$ cat src/rtl/serial_a_paralelo_sync_pkg.sv
// Shared symbols and state encoding for the serial receive/alignment block.
// COM and IDLE must match the values used by the parallel-to-serial transmitter.
package serial_a_paralelo_sync_pkg;

    localparam int unsigned BYTE_W = 8;
    localparam int unsigned CNT_W  = 4;
    localparam int unsigned PHASE_W = 3;

    localparam logic [BYTE_W-1:0] COM  = 8'hBC;
    localparam logic [BYTE_W-1:0] IDLE = 8'h7C;

    typedef enum logic [1:0] {
        UNALIGNED = 2'd0,
        ALIGNING  = 2'd1,
        ACTIVE    = 2'd2
    } state_t;

    // Payload is anything that is neither a comma nor filler.
    function automatic logic is_payload(input logic [BYTE_W-1:0] b);
        return (b != COM) && (b != IDLE);
    endfunction

endpackage

$ cat src/rtl/serial_a_paralelo_sync_if.sv
// Serial input and deserialized byte outputs of the receive aligner.
// master is the aligner's view; slave is the serial source / byte consumer.
interface serial_a_paralelo_sync_if;
    import serial_a_paralelo_sync_pkg::*;

    logic              in;
    logic [BYTE_W-1:0] data_out;
    logic              byte_strobe;
    logic              valid_out;
    logic              active;

    modport master (
        input  in,
        output data_out,
        output byte_strobe,
        output valid_out,
        output active
    );

    modport slave (
        output in,
        input  data_out,
        input  byte_strobe,
        input  valid_out,
        input  active
    );

endinterface

$ cat src/rtl/serial_shift8.sv
// Serial shift register and mod-8 bit counter; realign forces the counter to
// zero so the next boundary falls eight edges after the realigning edge.
module serial_shift8
    import serial_a_paralelo_sync_pkg::*;
(
    input  logic              clk32f,
    input  logic              reset,
    input  logic              in,
    input  logic              realign,
    output logic [BYTE_W-1:0] cand_c,
    output logic              boundary_c
);

    // Only the seven most recent bits are kept; the oldest bit of an 8-bit
    // history would never reach the candidate byte.
    logic [BYTE_W-2:0]  sr;
    logic [PHASE_W-1:0] bit_cnt;

    always_ff @(posedge clk32f) begin
        if (reset) begin
            sr      <= '0;
            bit_cnt <= '0;
        end else begin
            sr      <= {sr[BYTE_W-3:0], in};
            bit_cnt <= realign ? '0 : bit_cnt + PHASE_W'(1);
        end
    end

    assign cand_c     = {sr, in};
    assign boundary_c = (bit_cnt == PHASE_W'(7));

endmodule

$ cat src/rtl/serial_a_paralelo_sync.sv
// Receive aligner: locks byte alignment on a run of COM_COUNT aligned COMs,
// then emits every deserialized byte with a strobe and a payload flag.
module serial_a_paralelo_sync
    import serial_a_paralelo_sync_pkg::*;
#(
    parameter int unsigned COM_COUNT = 4
) (
    input  logic                         clk32f,
    input  logic                         reset,
    serial_a_paralelo_sync_if.master     bus
);

    localparam logic [CNT_W-1:0] LAST_COM = CNT_W'(COM_COUNT - 1);

    state_t            state;
    logic [CNT_W-1:0]  com_cnt;
    logic [BYTE_W-1:0] cand_c;
    logic              boundary_c;
    logic              realign_c;
    logic              is_com_c;

    logic [BYTE_W-1:0] data_out_r;
    logic              byte_strobe_r;
    logic              valid_out_r;
    logic              active_r;

    assign is_com_c  = (cand_c == COM);
    // Bit-by-bit search: any COM seen while unaligned defines the byte phase.
    assign realign_c = (state == UNALIGNED) && is_com_c;

    serial_shift8 u_shift8 (
        .clk32f     (clk32f),
        .reset      (reset),
        .in         (bus.in),
        .realign    (realign_c),
        .cand_c     (cand_c),
        .boundary_c (boundary_c)
    );

    always_ff @(posedge clk32f) begin
        if (reset) begin
            state         <= UNALIGNED;
            com_cnt       <= '0;
            data_out_r    <= '0;
            byte_strobe_r <= 1'b0;
            valid_out_r   <= 1'b0;
            active_r      <= 1'b0;
        end else begin
            byte_strobe_r <= 1'b0;
            case (state)
                UNALIGNED: begin
                    if (is_com_c) begin
                        com_cnt <= CNT_W'(1);
                        state   <= ALIGNING;
                    end
                end
                ALIGNING: begin
                    // A single non-COM at a boundary discards the whole run.
                    if (boundary_c) begin
                        if (is_com_c && com_cnt == LAST_COM) begin
                            com_cnt  <= '0;
                            active_r <= 1'b1;
                            state    <= ACTIVE;
                        end else if (is_com_c) begin
                            com_cnt <= com_cnt + CNT_W'(1);
                        end else begin
                            com_cnt <= '0;
                            state   <= UNALIGNED;
                        end
                    end
                end
                ACTIVE: begin
                    // No loss-of-sync detection: only reset leaves this state.
                    if (boundary_c) begin
                        data_out_r    <= cand_c;
                        byte_strobe_r <= 1'b1;
                        valid_out_r   <= is_payload(cand_c);
                    end
                end
                default: begin
                    state   <= UNALIGNED;
                    com_cnt <= '0;
                end
            endcase
        end
    end

    assign bus.data_out    = data_out_r;
    assign bus.byte_strobe = byte_strobe_r;
    assign bus.valid_out   = valid_out_r;
    assign bus.active      = active_r;

endmodule

$ cat src/flat_wrapper.sv
// flat-port wrapper written by rule: the top's interface ports become plain ports
module serial_a_paralelo_sync_flat import serial_a_paralelo_sync_pkg::*;
#(
    parameter int unsigned COM_COUNT = 4
)
  (clk32f, reset, bus_in, bus_data_out, bus_byte_strobe, bus_valid_out, bus_active);
  serial_a_paralelo_sync_if bus_i ();
  input  logic clk32f;
  input  logic reset;
  input wire logic [$bits(bus_i.in)-1:0] bus_in;
  output wire logic [$bits(bus_i.data_out)-1:0] bus_data_out;
  output wire logic [$bits(bus_i.byte_strobe)-1:0] bus_byte_strobe;
  output wire logic [$bits(bus_i.valid_out)-1:0] bus_valid_out;
  output wire logic [$bits(bus_i.active)-1:0] bus_active;
  assign bus_i.in = bus_in;
  assign bus_data_out = bus_i.data_out;
  assign bus_byte_strobe = bus_i.byte_strobe;
  assign bus_valid_out = bus_i.valid_out;
  assign bus_active = bus_i.active;
  serial_a_paralelo_sync #(.COM_COUNT(COM_COUNT)) u_core (.clk32f(clk32f), .reset(reset), .bus(bus_i));
endmodule
$ cat config.mk
export PLATFORM = sky130hd
export DESIGN_NAME = serial_a_paralelo_sync_flat
export DESIGN_NICKNAME = d
export VERILOG_FILES = /design/src/rtl/serial_a_paralelo_sync_pkg.sv /design/src/rtl/serial_a_paralelo_sync_if.sv /design/src/rtl/serial_shift8.sv /design/src/rtl/serial_a_paralelo_sync.sv /design/src/flat_wrapper.sv
export SDC_FILE = /design/constraint.sdc
export NUM_CORES = 1
export LEC_CHECK = 0
export BUFFER_PORTS_ARGS = -buffer_cell sky130_fd_sc_hd__buf_2
export CELL_PAD_IN_SITES_DETAIL_PLACEMENT = 0
export CELL_PAD_IN_SITES_GLOBAL_PLACEMENT = 1
export CORE_MARGIN = 5
export CORE_UTILIZATION = 25
export CTS_CLUSTER_SIZE = 28
export DETAILED_ROUTE_END_ITERATION = 12
export PLACE_DENSITY_LB_ADDON = 0.05
export SLEW_MARGIN = 20
export SYNTH_ARGS = -nofsm -noshare
export SYNTH_HDL_FRONTEND = slang
export SYNTH_HIERARCHICAL = 1
export SYNTH_SLANG_ARGS = --single-unit
$ cat constraint.sdc
create_clock -name clk32f -period 4.4 [get_ports clk32f]
set_clock_uncertainty 0.2 [all_clocks]
set_input_delay 0.66 -clock clk32f [delete_from_list [all_inputs] [get_ports clk32f]]
set_output_delay 0.66 -clock clk32f [all_outputs]
set_load 0.02 [all_outputs]
* After elaboration in Yosys (flattened, before gate mapping)
Cells that the tools add are included.
** Cells by class
- Equality and inequality tests :: 10
- Muxes and demuxes :: 11
- Reduce and logical (&&, ||, !) cells :: 10
- $add $sub $neg :: 2
- Bitwise gates (word level) :: 1
** Operator list (number)
- $mux 4 :: 4
- $pmux 4 s3 :: 1
- $eq 8x8->1 const B :: 1
- $mux 2 :: 4
- $ne 8x7->1 const B :: 1
- $ne 8x8->1 const B :: 1
- $pmux 2 s3 :: 1
- $reduce_and 3->1 :: 2
- $add 4x1->4 const B :: 1
- $eq 4x2->1 const B :: 1
- $ne 2x1->1 const B :: 2
- $reduce_and 4->1 :: 1
- $reduce_or 2->1 :: 2
- $add 3x1->3 const B :: 1
- $eq 3x3->1 const B :: 1
- $logic_and 1x1->1 :: 3
- $ne 3x3->1 const B :: 1
- $eq 2x1->1 const B :: 1
- $eq 2x2->1 const B :: 1
- $logic_not 2->1 :: 1
- $reduce_and 2->1 :: 1
- $mux 1 :: 1
- $not 1->1 :: 1
** Storage, ports and cells
- Bits in registers :: 27
- Output and inout bits :: 11

* Longest topological paths before layout
Gate-level depths: netlist (run 1).
- Depth after elaboration :: 5
- Gate-level depth with buffers :: 7
- Depth with buffers taken out :: 6

* By module
The synthesis (run 1) kept the hierarchy.
** Modules (own cells, without submodules)
- serial_a_paralelo_sync :: area each 750.7 sq um, cells each 88, instances 1, seq. area each 340.3 sq um
- serial_shift8 :: area each 322.8 sq um, cells each 24, instances 1, seq. area each 200.2 sq um

* Least setup slack after synthesis (run 1)
No wires, ideal clock.
- Path type :: input -> register
- Start point :: input port bus_in
- End point :: register u_core.com_cnt[1]
- Path slack :: 1.996 ns
- Stages :: 5
- Buffers on the path :: 1
- Arrival time :: 2.134 ns
- Cells stage by stage :: buf_4 -> nand4bb_4 -> nor4_1 -> o211ai_1 -> a21oi_1
** On the way
- Cells in the longest elaborated chain, start to end :: 5
- Elaborated cells between the ends (all ways) :: 8
** RTL lines
- start, declared :: line flat_wrapper.sv:10 : input wire logic [$bits(bus_i.in)-1:0] bus_in;
- $eq 8x8->1 * :: line serial_a_paralelo_sync.sv:27 : assign is_com_c = (cand_c == COM);
- $mux 4 or $logic_and 1x1->1 (tied branches) :: line serial_a_paralelo_sync.sv:64, serial_a_paralelo_sync.sv:60
- $mux 4 :: line serial_a_paralelo_sync.sv:60 : if (is_com_c && com_cnt == LAST_COM) begin
- $mux 4 :: line serial_a_paralelo_sync.sv:59 : if (boundary_c) begin
- $pmux 4 s3 :: line serial_a_paralelo_sync.sv:50 : case (state)
- end signal, assigned :: line serial_a_paralelo_sync.sv:65 : com_cnt <= com_cnt + CNT_W'(1);
- end, declared :: line serial_a_paralelo_sync.sv:16 : logic [CNT_W-1:0] com_cnt;
Mark *: on every way between the ends. The rest lies on a longest branch, timed or not. The select of a mux whose other input is x is not followed.
A chain may end at the register's enable or synchronous reset.

* Worst setup path after layout (run 1)
- Start point :: input port bus_in
- End point :: register u_core.com_cnt[3]
Same word-level chain as after synthesis.

==> results of run 1 <==
metrics by stage:
stage / std cells / setup WS, ns / util / power, W / hold slack, ns
3_5_place_dp: 171 / 2.08 / 0.288 / 0.000267 / 0.237
4_1_cts: 175 / 2.36 / 0.300 / 0.000415 / 0.251
2_1_floorplan: 112 / 2.00 / - / 0.000266 / 0.208
5_1_grt: 175 / 2.21 / 0.300 / 0.000427 / 0.254
3_3_place_gp: 171 / 2.10 / 0.288 / 0.000267 / 0.225
6_report: 175 / 2.37 / 0.300 / 0.000405 / 0.239
synth_stat cells, drive strengths merged (2+ instances only):
library cell  number
nand2             16
buf                2
nand2b             3
or4                2
nand3b             2
nand3              5
o21ai              2
dfxtp             27
ha                 3
nor2b              8
inv                2
nor3b              3
clkbuf             3
nor3               5
a21oi             14
nor2               3
power by group through the flow:
stage / registers [W] / clock network (W) / logic (W)
2_1_floorplan: 0.000255 / 0 / 0.0000102
3_3_place_gp: 0.000256 / 0 / 0.0000110
3_5_place_dp: 0.000256 / 0 / 0.0000113
4_1_cts: 0.000250 / 0.000153 / 0.0000113
5_1_grt: 0.000251 / 0.000163 / 0.0000125
6_report: 0.000250 / 0.000144 / 0.0000109
placed cells by master, fill, tap and decap left out, types with 2 or more instances in the layout:
cell | netlist | final
dfxtp_1 | 27 | 27
nand2_1 | 16 | 16
a21oi_1 | 14 | 14
buf_2 | 0 | 13
nor2b_1 | 8 | 8
nand3_1 | 5 | 5
nor3_1 | 4 | 4
clkbuf_8 | 0 | 3
nor2_1 | 3 | 3
ha_1 | 3 | 3
inv_1 | 2 | 2
nand2b_1 | 2 | 2
o21ai_0 | 2 | 2
nand3b_1 | 2 | 2
or4_1 | 2 | 2
nor3b_2 | 2 | 2
state kept, by name, summed over array words and instances (netlist names):
name / flops
u_core/bus.valid_out: 1
u_core/bus.data_out: 8
u_core/bus.byte_strobe: 1
u_core/state: 2
u_core/u_shift8/bit_cnt: 3
u_core/bus.active: 1
u_core/com_cnt: 4
u_core/u_shift8/sr: 7
worst max-delay path, stage by stage:
cell and delay (ns):
buf_2 0.11, nand4bb_4 0.21, or3_1 0.42, or4_1 0.47
a31oi_1 0.16
final cells by class:
class	instances	area [sq um]	area share
clock buffer	3	41.3	0.0336
clock inverter	1	7.51	0.00612
inverter	2	7.51	0.00612
multi-input combinational	78	495	0.404
sequential	27	541	0.440
tap	50	62.6	0.0510
timing repair buffer	14	72.6	0.0591
path summary, 6_finish.rpt:
check | from | endpoint | slack, ns | cells past startpoint
setup / recovery | bus_in | u_core/com_cnt[3] | 2.37 | 5
hold / removal | u_core/u_shift8/bit_cnt[0] | u_core/u_shift8/bit_cnt[0] | 0.24 | 1
setup reg to reg | u_core/u_shift8/sr[5] | u_core/com_cnt[3] | 2.46 | 4
hold reg to reg | u_core/u_shift8/bit_cnt[0] | u_core/u_shift8/bit_cnt[0] | 0.24 | 1
per-layer routing:
metal / wire length, microns / share of wire / GRT usage
met1: 1160 / 0.52 / 0.131
met3: 89 / 0.040 / 0.0211
met5: 0 / 0 / 0
met4: 20 / 0.0090 / 0.0350
met2: 945 / 0.43 / 0.125
cells by family after synthesis:
kind of cell	share of synthesized area
buf+inv	0.0350
fa+ha+maj	0.0350
flops	0.503
simple gates	0.308
compound gates	0.111
xor+xnor	0.00816
==> metrics.csv, run 1 <==
metric,value,unit
clock_sinks,27,
postCtsSetupRepairBufs,0,
num-nets-final,132,
fin_setup_tns,0,ns
dp_hpwl,1.53,mm
path_clk_slew,0.09,ns
die_x,75.5,microns
vias,797,
ys_seq_area_frac,0.503,
clkPwrFrac,0.355,
placedInstanceArea,0.00118,sq mm
cts-root-buf,clkbuf_8,
maxCapViolCount,0,
gr-total-overflow,0,
min_path_type,reg -> reg,
path_max_fanout,5,
ant_nets,0,
hold_viol_final,0,
synth_edf_count,0,
relSlewSlack,0.581,
place.gp.congestion,0.699,
ios,14,
fp-row-count,23,
setup_violations,0,
synth_top_area_frac,0.503,
clock_path_buffers,2,
synth.net_count,118,
layout-drive-gt1-share,0.200,
intPower,0.000317,W
finalMaxSlewViolations,0,
period_needed,2.03,ns
cts_tree,yes,
avgSynthCellArea,9.59,sq um
n_antenna_cell,0,
dieArea,0.00570,sq mm
yosys_most_used_dff,dfxtp_1,
drcViolationCount,0,
p_per_area,330,mW/mm^2
clock.fmax,492,MHz
cp.required,4.40,ns
switching_share,0.216,
synthArstFlopShare,0,
fin_area,0.00123,sq mm
synth.largest_area_cell,dfxtp_1,
ys_warn_count,6,
dr.pass1.iters,4,
yosys_register_bits,27,
hold_buffers,0,
cts_buffers,3,
grt_pass1_wl,3.86,mm
cts_resized,0,
syn_inst,112,
grt_max_degree,29,
power_frac_comb,0.027,
outcome,completed,
total_leakage_power,0.440,nW
syn2layout_area_growth,14.3,%
drt_wl_total,2.22,mm
tightest_slew,0.627,ns
coreArea,0.00409,sq mm
antenna_found_initial,0,
portBuffers,13,
synth.distinct_cells,32,
ir_drop,0.100,mV
netlist_top_cells_area,"dfxtp_1 50%, a21oi_1 6.5%, nand2_1 5.6%, nor2b_1 4.7%, ha_1 3.5%",
die_height,75.5,microns
grt_pass1_vias,775,
p_switching,0.0000876,W
layout_worst_path_cycle_share,0.462,
rsz0062_at_grt,false,
cp-start-kind,input port,
clock_latency,0.27,ns
drt-vias-per-instance,4.55,
h-tree-depth,1,
wl_per_cell,12.7,microns
grt_usage,0.0891,
start_util,0.263,
worstSetupPathType,in -> reg,
critPathArrivalTime,2.03,ns
synth_area,0.00107,sq mm
end_kind,register,
fillers,444,
drt_iter0_drc,47,
seqPwrFrac,0.618,
(Power assumes the default switching activity.)
==> inputs of run 2 (changes only) <==
--- a/config.mk
+++ b/config.mk
@@ -5,6 +5,7 @@
 export SDC_FILE = /design/constraint.sdc
 export NUM_CORES = 1
 export LEC_CHECK = 0
+export ABC_AREA = 1
 export BUFFER_PORTS_ARGS = -buffer_cell sky130_fd_sc_hd__buf_2
 export CELL_PAD_IN_SITES_DETAIL_PLACEMENT = 0
 export CELL_PAD_IN_SITES_GLOBAL_PLACEMENT = 1
==> constraint.sdc (replaced) <==
create_clock -name clk32f -period 1.7 [get_ports clk32f]
set_clock_uncertainty 0.2 [all_clocks]
set_input_delay 0.255 -clock clk32f [delete_from_list [all_inputs] [get_ports clk32f]]
set_output_delay 0.255 -clock clk32f [all_outputs]
set_load 0.02 [all_outputs]
==> run 2 against run 1 <==
Effect of this change: sequential power rose to 2.6 times the previous value; worst setup slack got worse by 2.3 ns; die area rose by 4.8%; core utilization rose by 0.41 points; critical path depth rose by 2; non-clock buffer count rose by 7; total power rose to 2.6 times the previous value; clock power rose to 2.6 times the previous value; routed wire length rose by 4.6%; first-iteration DRC count fell by 28%; synthesized cell count rose by 29%; final cell count rose by 24%.
==> metrics.csv, run 2 <==
metric,value,unit,change
ant_nets,0,,unchanged
path_buf_inv,2,,+1
ys_seq_area_frac,0.477,,-0.0267
final_common_cell,nor2_1,,
synth_edf_count,0,,unchanged
synth_top_area_frac,0.477,,-0.0267
largest_reg_flops,8,,unchanged
worstSetupPathType,reg -> reg,,
rsz0062_at_grt,true,,
h-tree-depth,1,,unchanged
crit_chain,ha_1 -> ha_1 -> inv_1 -> nor2_8 -> buf_4 -> o21ai_0 -> a21oi_1,,
timing.reg2reg.setup_slack,0.09,ns,-2.37 ns
clock_path_buffers,2,,unchanged
grt_pass1_vias,863,,+11%
ys_warn_count,6,,unchanged
clock_latency,0.27,ns,about the same
relSlewSlack,0.777,,+0.196
layout_common_cells,"29 x nor2_1, 27 x dfxtp_1, 20 x inv_1",,
ff2ff_path_depth,7,,+3
layout_worst_path_cycle_share,0.949,,
grt_max_degree,17,,-41%
ir_drop,0.234,mV,+130%
synth.largest_area_cell,dfxtp_1,,
synth.net_count,150,,+27%
fp-row-count,24,,+4.3%
coreArea,0.00438,sq mm,+7.3%
netlist_top_cells_area,"dfxtp_1 48%, nor2_1 9.6%, inv_1 6.6%, a21oi_1 4.4%, nand2_1 4.0%",,
wl_per_cell,10.7,microns,-16%
cp_top_family,adder cells,,
critPathArrivalTime,1.58,ns,-0.45 ns
ios,14,,unchanged
drt-vias-per-instance,4.18,,-8.3%
setup_violations,0,,unchanged
startpoint,u_core/u_shift8/bit_cnt[0],,
whs,0.0456,ns,-0.193 ns
drt_iter0_drc,34,,-28%
yosys.cell_count.top_type,nor2_1,,
path_max_fanout,6,,+1
clock.fmax,620,MHz,
synth.distinct_cells,24,,-25%
num-nets-final,172,,+30%
place.gp.congestion,0.791,,+13%
crit_top_cell,ha_1,,
drcViolationCount,0,,unchanged
drt_wl_total,2.32,mm,+4.6%
syn2layout_area_growth,17.8,%,
dr.pass1.iters,4,,unchanged
portBuffers,13,,unchanged
finalMaxSlewViolations,0,,unchanged
period_needed,1.61,ns,
clock_sinks,27,,unchanged
r2r_start,u_core/u_shift8/bit_cnt[0],,
antenna_found_initial,0,,unchanged
yosys_most_used_dff,dfxtp_1,,
avgSynthCellArea,7.87,sq um,-18%
synth_area,0.00113,sq mm,+5.6%
hold_viol_final,0,,unchanged
final_util,0.305,,+0.00414
synth_common_cells,"29 x nor2_1, 27 x dfxtp_1, 20 x inv_1, 12 x nand2_1, 10 x a21oi_1",,
grt_pass1_wl,4.02,mm,+4.1%
cp-start-kind,register,,
outcome,completed,,
cts-root-buf,clkbuf_8,,
dieArea,0.00598,sq mm,+4.8%
min_path_type,in -> reg,,
maxCapViolCount,0,,unchanged
timing.final.ws_setup,0.0873,ns,-2.28 ns
slowest_stage,dfxtp_1,,
placedInstanceArea,0.00127,sq mm,+8.0%
cp.required,1.67,ns,-2.73 ns
dp_hpwl,1.78,mm,+17%
gr-total-overflow,0,,unchanged
cts_tree,yes,,
die_x,77.3,microns,+2.4%
layout-drive-gt1-share,0.230,,+0.0303
total_leakage_power,0.617,nW,+40%
yosys_register_bits,27,,unchanged
start_util,0.259,,-0.00415
postCtsSetupRepairBufs,0,,unchanged
cts_buffers,3,,unchanged
vias,906,,+14%
r2r-end,u_core/bus.data_out[7],,
die_height,77.3,microns,+2.4%
cp_num_cells,7,,+2
p_per_area,796,mW/mm^2,+140%
crit_end,u_core/bus.data_out[7],,
synthArstFlopShare,0,,unchanged
dp_slack,0.0336,ns,-2.04 ns
end_kind,register,,
crit_path_max_incr_delay,0.33,ns,-0.14 ns
fin_area,0.00134,sq mm,+8.8%
path_clk_slew,0.10,ns,about the same
tightest_slew,0.334,ns,-0.293 ns
syn_inst,144,,+29%
grt_usage,0.0846,,-0.00449
n_antenna_cell,0,,unchanged
## run 2: cell count changes in the layout (fill, tap and decap cells not counted), sizes merged, moves of 3 or more
| cell | delta |
|---|---|
| nor3b | -3 |
| nand3 | +3 |
| buf | +6 |
| o21ai | +13 |
| inv | +22 |
| nand2b | -3 |
| nor3 | -4 |
| a21oi | -3 |
| nor2b | -8 |
| nor2 | +31 |
## run 2: layout make-up
cell class	count	area [sq um]
multi-input cells	89	460
clock inverters	1	7.51
well taps	52	65.1
repair buffers	21	128
clock buffers	3	41.3
inverters	24	92.6
flip-flops and latches	27	541
fillers	491	3050
## run 2: tightest hold or removal path, stage by stage
cell	delay (ns)
buf_2	0.11
inv_1	0.06
a21oi_1	0.05
## run 2: repair_timing
action	in CTS	in global routing
hold endpoints to repair	1	0
resized for setup	0	2
setup endpoints to repair	0	5
hold buffers	1	0
## run 2: through the flow
| stage | instances | total power (W) | TNS (ns) |
|---|---|---|---|
| final | 217 | 0.00106 | 0 |
| after global routing | 217 | 0.00112 | -0.00122 |
| after CTS | 217 | 0.00109 | 0 |
| after detailed placement | 212 | 0.000704 | 0 |
| after global placement | 212 | 0.000705 | 0 |
| after floorplan | 144 | 0.000694 | 0 |
## run 2: power breakdown
part	total (W)	switching [W]	internal, W
clock	0.000372	0.000206	0.000166
combinational	0.0000432	0.0000259	0.0000174
sequential	0.000647	0.00000521	0.000642
## run 2: metal layers
metal | track usage | wire [microns]
met1 | 0.107 | 1080
met2 | 0.138 | 1140
met3 | 0.0185 | 77
met4 | 0.0361 | 23
met5 | 0 | 0
## run 2: worst min path at each step
stage / end / cells after the start / startpoint / slack (ns)
2_1_floorplan: u_core/u_shift8/sr[0] / 2 / bus_in / 0.16
3_3_place_gp: u_core/u_shift8/sr[1] / 2 / u_core/u_shift8/sr[0] / 0.23
3_5_place_dp: u_core/u_shift8/sr[1] / 2 / u_core/u_shift8/sr[0] / 0.23
4_1_cts: u_core/bus.data_out[0] / 3 / bus_in / 0.04
5_1_grt: u_core/bus.data_out[0] / 3 / bus_in / 0.07
6_report: u_core/bus.data_out[0] / 3 / bus_in / 0.05
## run 2: cells by family (layout without fill, tap and decap cells)
| logic type | Yosys count | in the layout | share of synthesized area |
|---|---|---|---|
| compound gates | 26 | 26 | 0.118 |
| flops | 27 | 27 | 0.477 |
| fa+ha+maj | 3 | 3 | 0.0331 |
| xor+xnor | 1 | 1 | 0.00773 |
| buf+inv | 28 | 49 | 0.120 |
| simple gates | 59 | 59 | 0.244 |
==> inputs of run 3 (changes only) <==
==> constraint.sdc (replaced) <==
create_clock -name clk32f -period 2 [get_ports clk32f]
set_clock_uncertainty 0.2 [all_clocks]
set_input_delay 0.3 -clock clk32f [delete_from_list [all_inputs] [get_ports clk32f]]
set_output_delay 0.3 -clock clk32f [all_outputs]
set_load 0.02 [all_outputs]
==> run 3 against run 2 <==
Effect of this change: routed wire length up 0.65%; die area stayed put; non-clock buffer count is 7 lower; sequential share of layout area increased by 1.9 points; final area down 4.6%; clock power decreased by 17%; register-to-register slack improved by 0.17 ns; largest cell class unchanged; largest power group unchanged.
==> metrics.csv, run 3 (synthesis gave the netlist of run 2 again) <==
metric,value,unit,change
die_height,77.3,microns,unchanged
gr-total-overflow,0,,unchanged
syn2layout_area_growth,12.4,%,
critPathArrivalTime,1.71,ns,+0.13 ns
grt_pass1_vias,872,,+1.0%
portBuffers,13,,unchanged
place.gp.congestion,0.729,,-7.8%
clock.fmax,573,MHz,-7.6%
r2r_start,u_core/u_shift8/bit_cnt[0],,
ant_nets,0,,unchanged
grt_max_degree,16,,-1
dieArea,0.00598,sq mm,unchanged
finalMaxSlewViolations,0,,unchanged
cts_tree,yes,,
ios,14,,unchanged
drcViolationCount,0,,unchanged
fin_area,0.00127,sq mm,-4.6%
holdPathEnd,u_core/u_shift8/sr[0],,
rsz0062_at_grt,false,,
layout_common_cells,"29 x nor2_1, 27 x dfxtp_1, 20 x inv_1",,
stdcell_count,210,,-3.2%
coreArea,0.00438,sq mm,unchanged
hold_viol_final,0,,unchanged
outcome,completed,,
p_per_area,701,mW/mm^2,-12%
dp_slack,0.259,ns,+0.225 ns
ir_drop,0.356,mV,+52%
h-tree-depth,1,,unchanged
clock_path_buffers,2,,unchanged
setup_violations,0,,unchanged
clock_latency,0.27,ns,about the same
dp.cells,206,,-2.8%
ff2ff_path_depth,6,,-1
layout_worst_path_cycle_share,0.873,,-0.0759
timing.final.ws_setup,0.254,ns,+0.167 ns
relSlewSlack,0.766,,-0.0115
cp-start-kind,register,,
period_needed,1.75,ns,+0.133 ns
die_x,77.3,microns,unchanged
min_path_type,in -> reg,,
maxCapViolCount,0,,unchanged
r2r-end,u_core/com_cnt[3],,
n_antenna_cell,0,,unchanged
dr.pass1.iters,4,,unchanged
timing.reg2reg.setup_slack,0.25,ns,+0.17 ns
hold_buffers,0,,-1
num-nets-final,165,,-4.1%
placedInstanceArea,0.00123,sq mm,-3.5%
worstSetupPathType,reg -> reg,,
cts_buffers,3,,unchanged
vias,881,,-2.8%
fin_setup_tns,0,ns,unchanged
final_common_cell,nor2_1,,
dp_hpwl,1.81,mm,+1.7%
wl_per_cell,11.1,microns,+4.0%
path_clk_slew,0.09,ns,about the same
drt_wl_total,2.34,mm,+0.65%
fp-row-count,24,,unchanged
whs,0.0462,ns,+0.000580 ns
grt_usage,0.0884,,+0.00380
total_leakage_power,0.586,nW,-4.9%
grt_pass1_wl,4.33,mm,+7.9%
antenna_found_initial,0,,unchanged
drt-vias-per-instance,4.20,,+0.48%
postCtsSetupRepairBufs,0,,unchanged
largest_reg_flops,8,,unchanged
end_kind,register,,
holdPathStages,3,,unchanged
cts-root-buf,clkbuf_8,,
layout-drive-gt1-share,0.196,,-0.0341
min-delay-start,bus_in,,
drt_iter0_drc,61,,+79%
tightest_slew,0.348,ns,+0.0140 ns
cts_resized,0,,unchanged
clock_sinks,27,,unchanged
path_max_fanout,7,,+1
fillers,501,,+2.0%
cp.required,1.97,ns,+0.30 ns
start_util,0.259,,unchanged
## run 3: cell types whose count changed in the layout (fill, tap and decap cells not counted), sizes merged
cell,change
dlygate4sd3,-1
buf,-6
clkinv,+1
clkinvlp,-1
## run 3: metal layers
metal	routed length, microns	global-route usage	part of all wire	vias up
met4	24	0.0258	0.010	0
met1	1250	0.127	0.53	385
met5	0	0	0	-
met3	118	0.0347	0.051	2
met2	944	0.122	0.40	16
li1	-	-	-	478
## run 3: critical path, stage by stage (launching register included)
cell     delay [ns]
dfxtp_1        0.33
ha_1           0.20
ha_1           0.21
o21ai_0        0.31
nand2_2        0.16
o21ai_0        0.17
nor2_1         0.06
## run 3: how the worst max path moves through the flow
| stage | from | end | slack, ns | cells after the start |
|---|---|---|---|---|
| 6_report | u_core/u_shift8/bit_cnt[0] | u_core/com_cnt[3] | 0.25 | 6 |
| 5_1_grt | u_core/u_shift8/bit_cnt[0] | u_core/com_cnt[2] | 0.05 | 7 |
| 4_1_cts | u_core/u_shift8/bit_cnt[0] | u_core/com_cnt[3] | 0.24 | 6 |
| 3_5_place_dp | u_core/u_shift8/bit_cnt[0] | u_core/com_cnt[1] | 0.26 | 6 |
| 3_3_place_gp | u_core/u_shift8/bit_cnt[0] | u_core/com_cnt[3] | 0.28 | 6 |
| 2_1_floorplan | u_core/u_shift8/bit_cnt[0] | u_core/com_cnt[1] | 0.39 | 6 |
## run 3: where the power goes
part	switching [W]	total [W]	internal, W
registers	0.00000488	0.000550	0.000545
logic	0.0000206	0.0000326	0.0000120
clock network	0.000170	0.000309	0.000140
total	0.000195	0.000892	0.000697
## run 3: through the flow
| stage | util | total power [W] |
|---|---|---|
| 2_1_floorplan | - | 0.000590 |
| 3_3_place_gp | 0.280 | 0.000596 |
| 3_5_place_dp | 0.280 | 0.000597 |
| 4_1_cts | 0.291 | 0.000917 |
| 5_1_grt | 0.291 | 0.000952 |
| 6_report | 0.291 | 0.000892 |
## run 3: layout make-up
class | instances | area [sq um] | share of cell area
clock buffer | 3 | 41.3 | 0.0324
sequential | 27 | 541 | 0.424
timing repair buffer | 14 | 72.6 | 0.0570
tap | 52 | 65.1 | 0.0511
multi-input combinational | 89 | 457 | 0.359
inverter | 24 | 92.6 | 0.0727
clock inverter | 1 | 5.00 | 0.00393
